==> config.mk <==
export PLATFORM = sky130hd
export DESIGN_NAME = pipe_ctrl
export DESIGN_NICKNAME = d
export VERILOG_FILES = /design/src/rtl/pipe_ctrl_pkg.sv /design/src/rtl/pipe_valid_track.sv /design/src/rtl/pipe_ctrl.sv
export SDC_FILE = /design/constraint.sdc
export NUM_CORES = 1
export LEC_CHECK = 0
export ABC_AREA = 0
export BUFFER_PORTS_ARGS = -buffer_cell sky130_fd_sc_hd__buf_2
export CAP_MARGIN = 20
export CELL_PAD_IN_SITES_DETAIL_PLACEMENT = 0
export CELL_PAD_IN_SITES_GLOBAL_PLACEMENT = 1
export CORE_ASPECT_RATIO = 0.8
export CORE_MARGIN = 10
export CORE_UTILIZATION = 36
export DETAILED_ROUTE_END_ITERATION = 16
export MAX_ROUTING_LAYER = met4
export PLACE_DENSITY = 0.83
export SYNTH_ARGS = -nofsm -noshare
export SYNTH_HDL_FRONTEND = slang
export SYNTH_SLANG_ARGS = --single-unit
==> constraint.sdc <==
create_clock -name clk -period 4.2 [get_ports clk]
set_input_delay 0.84 -clock clk [delete_from_list [all_inputs] [get_ports clk]]
set_output_delay 0.84 -clock clk [all_outputs]
set_load 0.1 [all_outputs]
==> src/rtl/pipe_ctrl_pkg.sv <==
// Shared types for the pipeline controller: FSM state encoding and the
// default pipeline depth.
package pipe_ctrl_pkg;

    localparam int NSTAGE_DEFAULT = 5;

    typedef enum logic [2:0] {
        ST_FILL   = 3'd0,
        ST_RUN    = 3'd1,
        ST_DRAIN  = 3'd2,
        ST_HALTED = 3'd3,
        ST_STEP   = 3'd4
    } state_e;

endpackage

==> src/rtl/pipe_valid_track.sv <==
// Tracks which pipeline stages beyond IF hold a real instruction and counts
// instructions leaving WB.
module pipe_valid_track (
    input  logic        clk,
    input  logic        rst,
    input  logic        ifid_we,
    input  logic        ifid_flush,
    input  logic        idex_flush,
    output logic [3:0]  valid,
    output logic [31:0] retire_cnt
);

    logic        v_id_q, v_ex_q, v_mem_q, v_wb_q;
    logic        v_id_d, v_ex_d, v_mem_d, v_wb_d;
    logic [31:0] retire_cnt_q, retire_cnt_d;

    always_comb begin
        v_id_d       = ifid_we ? !ifid_flush : v_id_q;
        v_ex_d       = v_id_q && !idex_flush;
        v_mem_d      = v_ex_q;
        v_wb_d       = v_mem_q;
        retire_cnt_d = v_wb_q ? retire_cnt_q + 32'd1 : retire_cnt_q;
    end

    always_ff @(posedge clk) begin
        if (!rst) begin
            v_id_q       <= 1'b0;
            v_ex_q       <= 1'b0;
            v_mem_q      <= 1'b0;
            v_wb_q       <= 1'b0;
            retire_cnt_q <= 32'd0;
        end else begin
            v_id_q       <= v_id_d;
            v_ex_q       <= v_ex_d;
            v_mem_q      <= v_mem_d;
            v_wb_q       <= v_wb_d;
            retire_cnt_q <= retire_cnt_d;
        end
    end

    assign valid      = {v_wb_q, v_mem_q, v_ex_q, v_id_q};
    assign retire_cnt = retire_cnt_q;

endmodule

==> src/rtl/pipe_ctrl.sv <==
// Run/step/halt controller for a 5-stage pipeline: fill sequencing, hazard
// stall/flush decode, breakpoint halting and drain-to-empty.
module pipe_ctrl
    import pipe_ctrl_pkg::*;
#(
    parameter int PC_W   = 32,
    parameter int NSTAGE = NSTAGE_DEFAULT
) (
    input  logic              clk,
    input  logic              rst,
    input  logic              run_req,
    input  logic              step_req,
    input  logic              halt_req,
    input  logic              bp_en,
    input  logic [PC_W-1:0]   bp_addr,
    input  logic [PC_W-1:0]   pc,
    input  logic              load_use,
    input  logic              jump_taken,
    output logic [NSTAGE-1:0] stage_en,
    output logic              pc_we,
    output logic              ifid_we,
    output logic              ifid_flush,
    output logic              idex_flush,
    output logic              halted,
    output logic [2:0]        state,
    output logic [31:0]       retire_cnt
);

    state_e            state_q, state_d;
    logic [NSTAGE-1:0] stage_en_q, stage_en_d;
    logic              pending_q, pending_d;
    logic              bp_skip_q, bp_skip_d;
    logic              halted_q, halted_d;
    logic [3:0]        valid;
    logic              bp_hit, stop_req;

    assign bp_hit   = bp_en && (pc == bp_addr) && !bp_skip_q;
    assign stop_req = halt_req || bp_hit;

    // A redirect always wins the PC; a stop only blocks sequential fetch.
    always_comb begin
        pc_we      = 1'b0;
        ifid_we    = 1'b1;
        ifid_flush = 1'b1;
        idex_flush = 1'b0;
        case (state_q)
            ST_FILL: idex_flush = 1'b1;
            ST_RUN, ST_STEP: begin
                pc_we      = 1'b1;
                ifid_flush = 1'b0;
                if (jump_taken) begin
                    ifid_flush = 1'b1;
                    idex_flush = 1'b1;
                end else if (load_use) begin
                    pc_we      = 1'b0;
                    ifid_we    = 1'b0;
                    idex_flush = 1'b1;
                end
                if (state_q == ST_RUN && stop_req) begin
                    pc_we      = jump_taken;
                    ifid_flush = 1'b1;
                end
            end
            ST_DRAIN: begin
                pc_we      = jump_taken;
                ifid_we    = jump_taken || !load_use;
                idex_flush = jump_taken || load_use;
            end
            default: ;
        endcase
    end

    always_comb begin
        state_d    = state_q;
        stage_en_d = stage_en_q;
        pending_d  = pending_q;
        bp_skip_d  = bp_skip_q;
        case (state_q)
            ST_FILL: begin
                stage_en_d = {stage_en_q[NSTAGE-2:0], 1'b1};
                pending_d  = pending_q || halt_req;
                if (stage_en_d == '1) begin
                    state_d   = pending_d ? ST_DRAIN : ST_RUN;
                    pending_d = 1'b0;
                end
            end
            ST_RUN: begin
                bp_skip_d = 1'b0;
                if (stop_req) state_d = ST_DRAIN;
            end
            ST_STEP: begin
                bp_skip_d = 1'b0;
                if (!load_use || jump_taken) state_d = ST_DRAIN;
            end
            ST_DRAIN: begin
                if (valid == 4'b0 && !jump_taken) state_d = ST_HALTED;
            end
            ST_HALTED: begin
                if (halt_req) begin
                    state_d = ST_HALTED;
                end else if (run_req) begin
                    state_d   = ST_RUN;
                    bp_skip_d = 1'b1;
                end else if (step_req) begin
                    state_d   = ST_STEP;
                    bp_skip_d = 1'b1;
                end
            end
            default: state_d = ST_FILL;
        endcase
        halted_d = (state_d == ST_HALTED);
    end

    always_ff @(posedge clk) begin
        if (!rst) begin
            state_q    <= ST_FILL;
            stage_en_q <= '0;
            pending_q  <= 1'b0;
            bp_skip_q  <= 1'b0;
            halted_q   <= 1'b0;
        end else begin
            state_q    <= state_d;
            stage_en_q <= stage_en_d;
            pending_q  <= pending_d;
            bp_skip_q  <= bp_skip_d;
            halted_q   <= halted_d;
        end
    end

    pipe_valid_track u_valid (
        .clk        (clk),
        .rst        (rst),
        .ifid_we    (ifid_we),
        .ifid_flush (ifid_flush),
        .idex_flush (idex_flush),
        .valid      (valid),
        .retire_cnt (retire_cnt)
    );

    assign stage_en = stage_en_q;
    assign halted   = halted_q;
    assign state    = state_q;

endmodule

# Yosys cells after proc, flatten, opt, wreduce, memory -nomap -nowiden
# Cells that the tools add are included.
# word_totals
regBits	47
latchBits	0
ramBits	0
romBits	0
input_bits	72
output_inout_bits	45
n_memories	0
# op_classes
n_addsub	1
mul	0
div_mod_pow	0
magnitude_cmp	0
eq_ne	9
shift	0
mux	25
bitwise_logic	0
reduce_logical	19
# ops
cell	count
$add A32 B1 Y32 const B	1
$eq A32 B32 Y1	1
$mux W3	7
$pmux W3 S5	1
$mux W1	12
$eq A3 B2 Y1 const B	3
$pmux W1 S2	3
$logic_and A1 B1 Y1	5
$logic_not A1 Y1	5
$eq A4 B4 Y1 const B	1
$logic_not A4 Y1	1
$logic_or A1 B1 Y1	4
$eq A3 B1 Y1 const B	1
$eq A3 B3 Y1 const B	1
$logic_not A3 Y1	1
$ne A3 B3 Y1 const B	1
$pmux W1 S3	1
$reduce_and A3 Y1	1
$mux W2	1
$ne A2 B2 Y1 const B	1
$reduce_bool A2 Y1	1
$reduce_or A2 Y1	1

# Depth between registers and ports, before layout
# depth
word_depth	8
ltp_mapped	7
depth_no_buf	6

# By module
# From an unflattened synthesis, not the netlist that was laid out.
# unflattened
cells_unflattened	311
hier_area_um2	2672.6
# by_module_without_submodules
module	instances	cells_each	area_per_inst_um2	seq_area_each_um2
pipe_valid_track	1	191	1681.6	720.7
pipe_ctrl	1	120	991.0	220.2

# Worst setup path after synthesis
# Ideal clock, no wire load.
# synth_timing
path_type	register to output
start	register state_q[2], in the netlist state[2]
end	output port ifid_flush
arrival_ps	3872
required_ps	3360
slack_ps	-512
stages_incl_launch_ff	6
n_path_buf	1
path_cell_list	dfxtp_1 clkbuf_1 nor2_1 nand2_1 a21oi_1 o31ai_1
# synth_via
elab_chain_len	4
elab_cells_between_ends	6
cone_classes	2 x eq/ne; 2 x mux; 2 x reduce/logical
# synth_rtl
element	line_no	source
start, declared	pipe_ctrl.sv:29	state_e state_q, state_d;
start signal, assigned	pipe_ctrl.sv:122	state_q <= state_d;
$eq A3 B1 Y1	pipe_ctrl.sv:46, pipe_ctrl.sv:59	
$logic_and A1 B1 Y1	pipe_ctrl.sv:59	if (state_q == ST_RUN && stop_req) begin
$mux W1	pipe_ctrl.sv:59	
$mux W1 *	pipe_ctrl.sv:46	case (state_q)
end, declared	pipe_ctrl.sv:22	output logic ifid_flush,
# Mark *: on every way between the ends. The rest lies on a longest branch, timed or not.

# Worst setup path after layout
# layout_timing
start	input port bp_addr[20]
end	output port ifid_flush
# layout_via
elab_chain_len	7
# layout_rtl
element	line_no	source
start, declared	pipe_ctrl.sv:15	input logic [PC_W-1:0] bp_addr,
$eq A32 B32 Y1	pipe_ctrl.sv:37	assign bp_hit = bp_en && (pc == bp_addr) && !bp_skip_q;
$logic_and A1 B1 Y1 (2 in a row)	pipe_ctrl.sv:37	
$logic_or A1 B1 Y1	pipe_ctrl.sv:38	assign stop_req = halt_req || bp_hit;
$logic_and A1 B1 Y1	pipe_ctrl.sv:59	
$mux W1	pipe_ctrl.sv:59	
$mux W1	pipe_ctrl.sv:46	
# Every way passes these cells.

==> results.md <==
Outcome:
- The flow ran to the end, and the final reports show no timing, DRC or antenna violations.

Synthesis:
- The portion of the post-synthesis area used by sequential elements is 0.364.
- Yosys attributes the largest share of cell area to sky130_fd_sc_hd__dfxtp_1 (36%), sky130_fd_sc_hd__xnor2_1 (13%), sky130_fd_sc_hd__nor2_1 (7.3%).
- The cell type with the largest total area after synthesis is sky130_fd_sc_hd__dfxtp_1.
- The count of different cell masters after synthesis is 42.
- The yosys synthesis warning count is 0.
- The number of cells produced by synthesis is 311.
- The fraction of post-synthesis cell area in the top cell type by area is 0.364.
- Synthesis inferred 47 register bits.
- In the synthesized netlist the async set-or-reset flop fraction comes to 0.
- The post-synthesis area per instance is 8.32 um^2.
- The number of nets handed over by synthesis was 384.
- In this run the cell area of the synthesized design comes to 0.00259 mm^2.
- Among all flip-flop cells after synthesis, the most frequent one is sky130_fd_sc_hd__dfxtp_1.
- The number of enable-type register cells in the synthesized netlist is 0.

Route:
- The DRC violations left is 0.
- The number of vias after detailed routing is 2,573.
- In the final routed layout, each cell accounts on average for 14.7 um.
- The detail route stage leaves a number of antenna-violating nets equal to 0.
- After detailed routing, the number of vias per cell comes to 5.04.
- The routed wire length is 7490 um.
- The number of violations reported at the end of detailed-routing iteration 0 is 71.
- The first TritonRoute pass finished after 4 iterations.

Clocking:
- The root cell of the clock tree is sky130_fd_sc_hd__clkbuf_8.
- TritonCTS built the clock tree.
- After clock tree synthesis, the flow added hold-fix buffers numbering 0.
- The number of buffers added for setup after CTS is 0.
- After clock tree synthesis, the clock-pin slew on the worst setup and hold paths is 0.08 ns.
- The H-tree was split into 2 levels.
- The later-pin clock latency in the skew report is 0.30 ns.
- Counting every sink on the clock net gives 47.
- The number of gates resized after CTS is 0.
- The clock passes through at most 2 buffers.
- TritonCTS created 5 clock buffers.

STA:
- For the pin with the worst max-slew slack, the measured transition is 0.640 ns.
- The normalized max-slew margin is 0.573.
- The shortest clock period the worst path allows after layout is 3.39 ns.
- The least setup slack across all paths after layout is 0.814 ns.
- Summed over all failing endpoints, the final setup total negative slack is 0 ns.
- The final setup skew is 0.0127 ns.
- The share of the cycle needed by the critical path after routing is 0.806.
- Setup violations remaining at the end of the flow were counted as 0.
- The hold violation count in the final report came to 0.
- The number of max-slew violations in the final report was 0.
- The highest achievable clock rate is 0.295 GHz.
- Setup repair after global routing left no endpoint under its margin.

GRT:
- The initial antenna violation count is 0.
- The total global routing overflow is 0.
- Entering global routing, the biggest net connects 38 pins.
- The via count of the first global-routing pass is 2,459.
- In the global route stage, overall resource usage came out at 0.132.
- The first-pass GRT wire length is 11,700 um.

Place:
- At the end of routability-driven placement, the weighted congestion stood at 0.747.
- The placed wire-length estimate is 6040 um.
- OpenSTA, run right after detailed placement, puts the worst setup slack at 0.797 ns.
- The count of input and output buffers is 116.

Critical path:
- The start point of the critical path is bp_addr[20].
- The worst register-to-register path begins at u_valid.v_wb_q.
- STA classifies the critical path endpoint as a primary output.
- The required time of the worst setup path is 3.36 ns.
- The type of element launching the critical path is an input pin.
- Along the worst path, the maximum fanout reaches 2.
- The type of the setup path with the least slack is input pin to primary output.
- Data on the critical path arrives at its endpoint at 2.55 ns.

Hold path:
- The worst hold path begins at u_valid.v_id_q.
- In this run the worst hold path is classified as register to register.

Layout:
- Of the cells placed in the final design, the portion with a size suffix greater than 1 is 0.309.
- The layout-stage area growth over the synthesis result is 29.3%.
- In the final design database the tool counted 497 nets.
- The number of antenna diodes in the final layout is 0.
- The number of fillers in the final layout is 719.

Floorplanning:
- Measured along the x axis, the die boundary spans 115 um.
- The die height is 95.8 um.
- In this run the core area contains 27 standard-cell rows.
- The die covers 0.0110 mm^2.
- The total core area is 0.00693 mm^2.
- The total I/O pin count is 117.
- The initial cell density of the core is 0.374.

Power and ir drop:
- The largest vdd supply drop is 0.131 mV.
- The cell area power density is 261 mW/mm^2.
- The leakage power summed over all cells is 1.47 nW.

Job:
- Across the run, the number of max-cap violations was 0.
## per-layer routing
layer / routed length, um / track usage
met2: 3600 / 0.211
met5: 0 / -
met3: 364 / 0.0317
met1: 3460 / 0.164
met4: 70 / 0.0340
## power breakdown
group | switching (mW) | internal, mW | leakage (nW)
clock network | 0.150 | 0.175 | 0.0513
logic | 0.0521 | 0.0481 | 1.04
registers | 0.00210 | 0.448 | 0.380
## cell type report
type                            instances  area (um^2)  area share
Multi-Input combinational cell        247         1590       0.474
Inverter                                7         26.3     0.00785
Clock buffer                            6         72.6      0.0217
Tap cell                               87          109      0.0325
Sequential cell                        47          941       0.281
Timing Repair Buffer                  116          581       0.174
Clock inverter                          1         30.0     0.00898
## synthesized netlist by cell type (2+ instances only)
cell / instances
sky130_fd_sc_hd__nor4_1: 11
sky130_fd_sc_hd__inv_1: 6
sky130_fd_sc_hd__nor3_1: 7
sky130_fd_sc_hd__buf_1: 3
sky130_fd_sc_hd__nand4_1: 10
sky130_fd_sc_hd__o21ai_0: 7
sky130_fd_sc_hd__o21a_1: 2
sky130_fd_sc_hd__and4_1: 4
sky130_fd_sc_hd__nand3b_1: 3
sky130_fd_sc_hd__and2_1: 5
sky130_fd_sc_hd__mux2i_1: 7
sky130_fd_sc_hd__and4_4: 2
sky130_fd_sc_hd__nor2_1: 50
sky130_fd_sc_hd__dfxtp_1: 47
sky130_fd_sc_hd__clkbuf_1: 6
sky130_fd_sc_hd__nand3_1: 15
sky130_fd_sc_hd__nor3b_1: 2
sky130_fd_sc_hd__a211o_1: 2
sky130_fd_sc_hd__nand2b_1: 4
sky130_fd_sc_hd__xnor2_1: 39
sky130_fd_sc_hd__or3_1: 5
sky130_fd_sc_hd__a21o_1: 2
sky130_fd_sc_hd__and3_1: 4
sky130_fd_sc_hd__xor2_1: 19
sky130_fd_sc_hd__nand2_1: 17
sky130_fd_sc_hd__nor2b_1: 5
sky130_fd_sc_hd__o211ai_1: 2
sky130_fd_sc_hd__a21oi_1: 11
## registers in the layout, indices dropped and copies added, names as in the netlist
register / count
u_valid.v_ex_q: 1
state: 3
u_valid.v_id_q: 1
stage_en: 5
u_valid.retire_cnt: 32
bp_skip_q: 1
u_valid.v_wb_q: 1
pending_q: 1
halted: 1
u_valid.v_mem_q: 1
## per-stage QoR
step / hold slack, ns / cells / util / area (um^2) / total power, mW
detailed placement: 0.454 / 504 / 0.468 / 3240 / 0.562
floorplan: 0.420 / 311 / - / 2590 / 0.515
global route: 0.486 / 511 / 0.483 / 3350 / 0.908
global placement: 0.436 / 504 / 0.468 / 3240 / 0.559
CTS: 0.466 / 511 / 0.483 / 3350 / 0.886
finish: 0.462 / 511 / 0.483 / 3350 / 0.874
## cell families after synthesis
logic type      count (synthesis)  share of synthesized area
flops                          47                      0.364
simple gates                  149                      0.305
fa+ha+maj                       2                    0.00870
mux                             7                     0.0271
compound gates                 31                     0.0745
buf+inv                        17                     0.0251
xor+xnor                       58                      0.196
## layout by cell type, fill, tap and decap left out, types with 2 or more instances in the layout
cell type	n
sky130_fd_sc_hd__buf_2	116
sky130_fd_sc_hd__nor2_1	50
sky130_fd_sc_hd__dfxtp_1	47
sky130_fd_sc_hd__xnor2_1	39
sky130_fd_sc_hd__xor2_1	19
sky130_fd_sc_hd__nand2_1	17
sky130_fd_sc_hd__nand3_1	15
sky130_fd_sc_hd__nor4_1	11
sky130_fd_sc_hd__a21oi_1	11
sky130_fd_sc_hd__nand4_1	10
sky130_fd_sc_hd__nor3_1	7
sky130_fd_sc_hd__mux2i_1	7
sky130_fd_sc_hd__o21ai_0	6
sky130_fd_sc_hd__inv_1	6
sky130_fd_sc_hd__nor2b_1	5
sky130_fd_sc_hd__or3_1	5
sky130_fd_sc_hd__and2_1	5
sky130_fd_sc_hd__clkbuf_8	5
sky130_fd_sc_hd__and3_1	4
sky130_fd_sc_hd__nand2b_1	4
sky130_fd_sc_hd__and4_1	4
sky130_fd_sc_hd__nand3b_1	3
sky130_fd_sc_hd__o211ai_1	2
sky130_fd_sc_hd__nor3b_1	2
sky130_fd_sc_hd__a211o_1	2
sky130_fd_sc_hd__a21o_1	2
sky130_fd_sc_hd__o21a_1	2
sky130_fd_sc_hd__and4_4	2
## worst max-delay path, stage by stage
cell	delay, ns
sky130_fd_sc_hd__buf_2	0.10
sky130_fd_sc_hd__xnor2_1	0.15
sky130_fd_sc_hd__nand4_1	0.10
sky130_fd_sc_hd__nor4_1	0.46
sky130_fd_sc_hd__a21oi_1	0.17
sky130_fd_sc_hd__o31ai_2	0.25
sky130_fd_sc_hd__buf_2	0.46
## worst paths after layout
check                           end  slack, ns  cells after the start
max                      ifid_flush       0.81                      7
min                  u_valid.v_ex_q       0.46                      2
max reg2reg  u_valid.retire_cnt[23]       2.21                      5
min reg2reg          u_valid.v_ex_q       0.46                      2
Power figures use the tool's default switching activity.
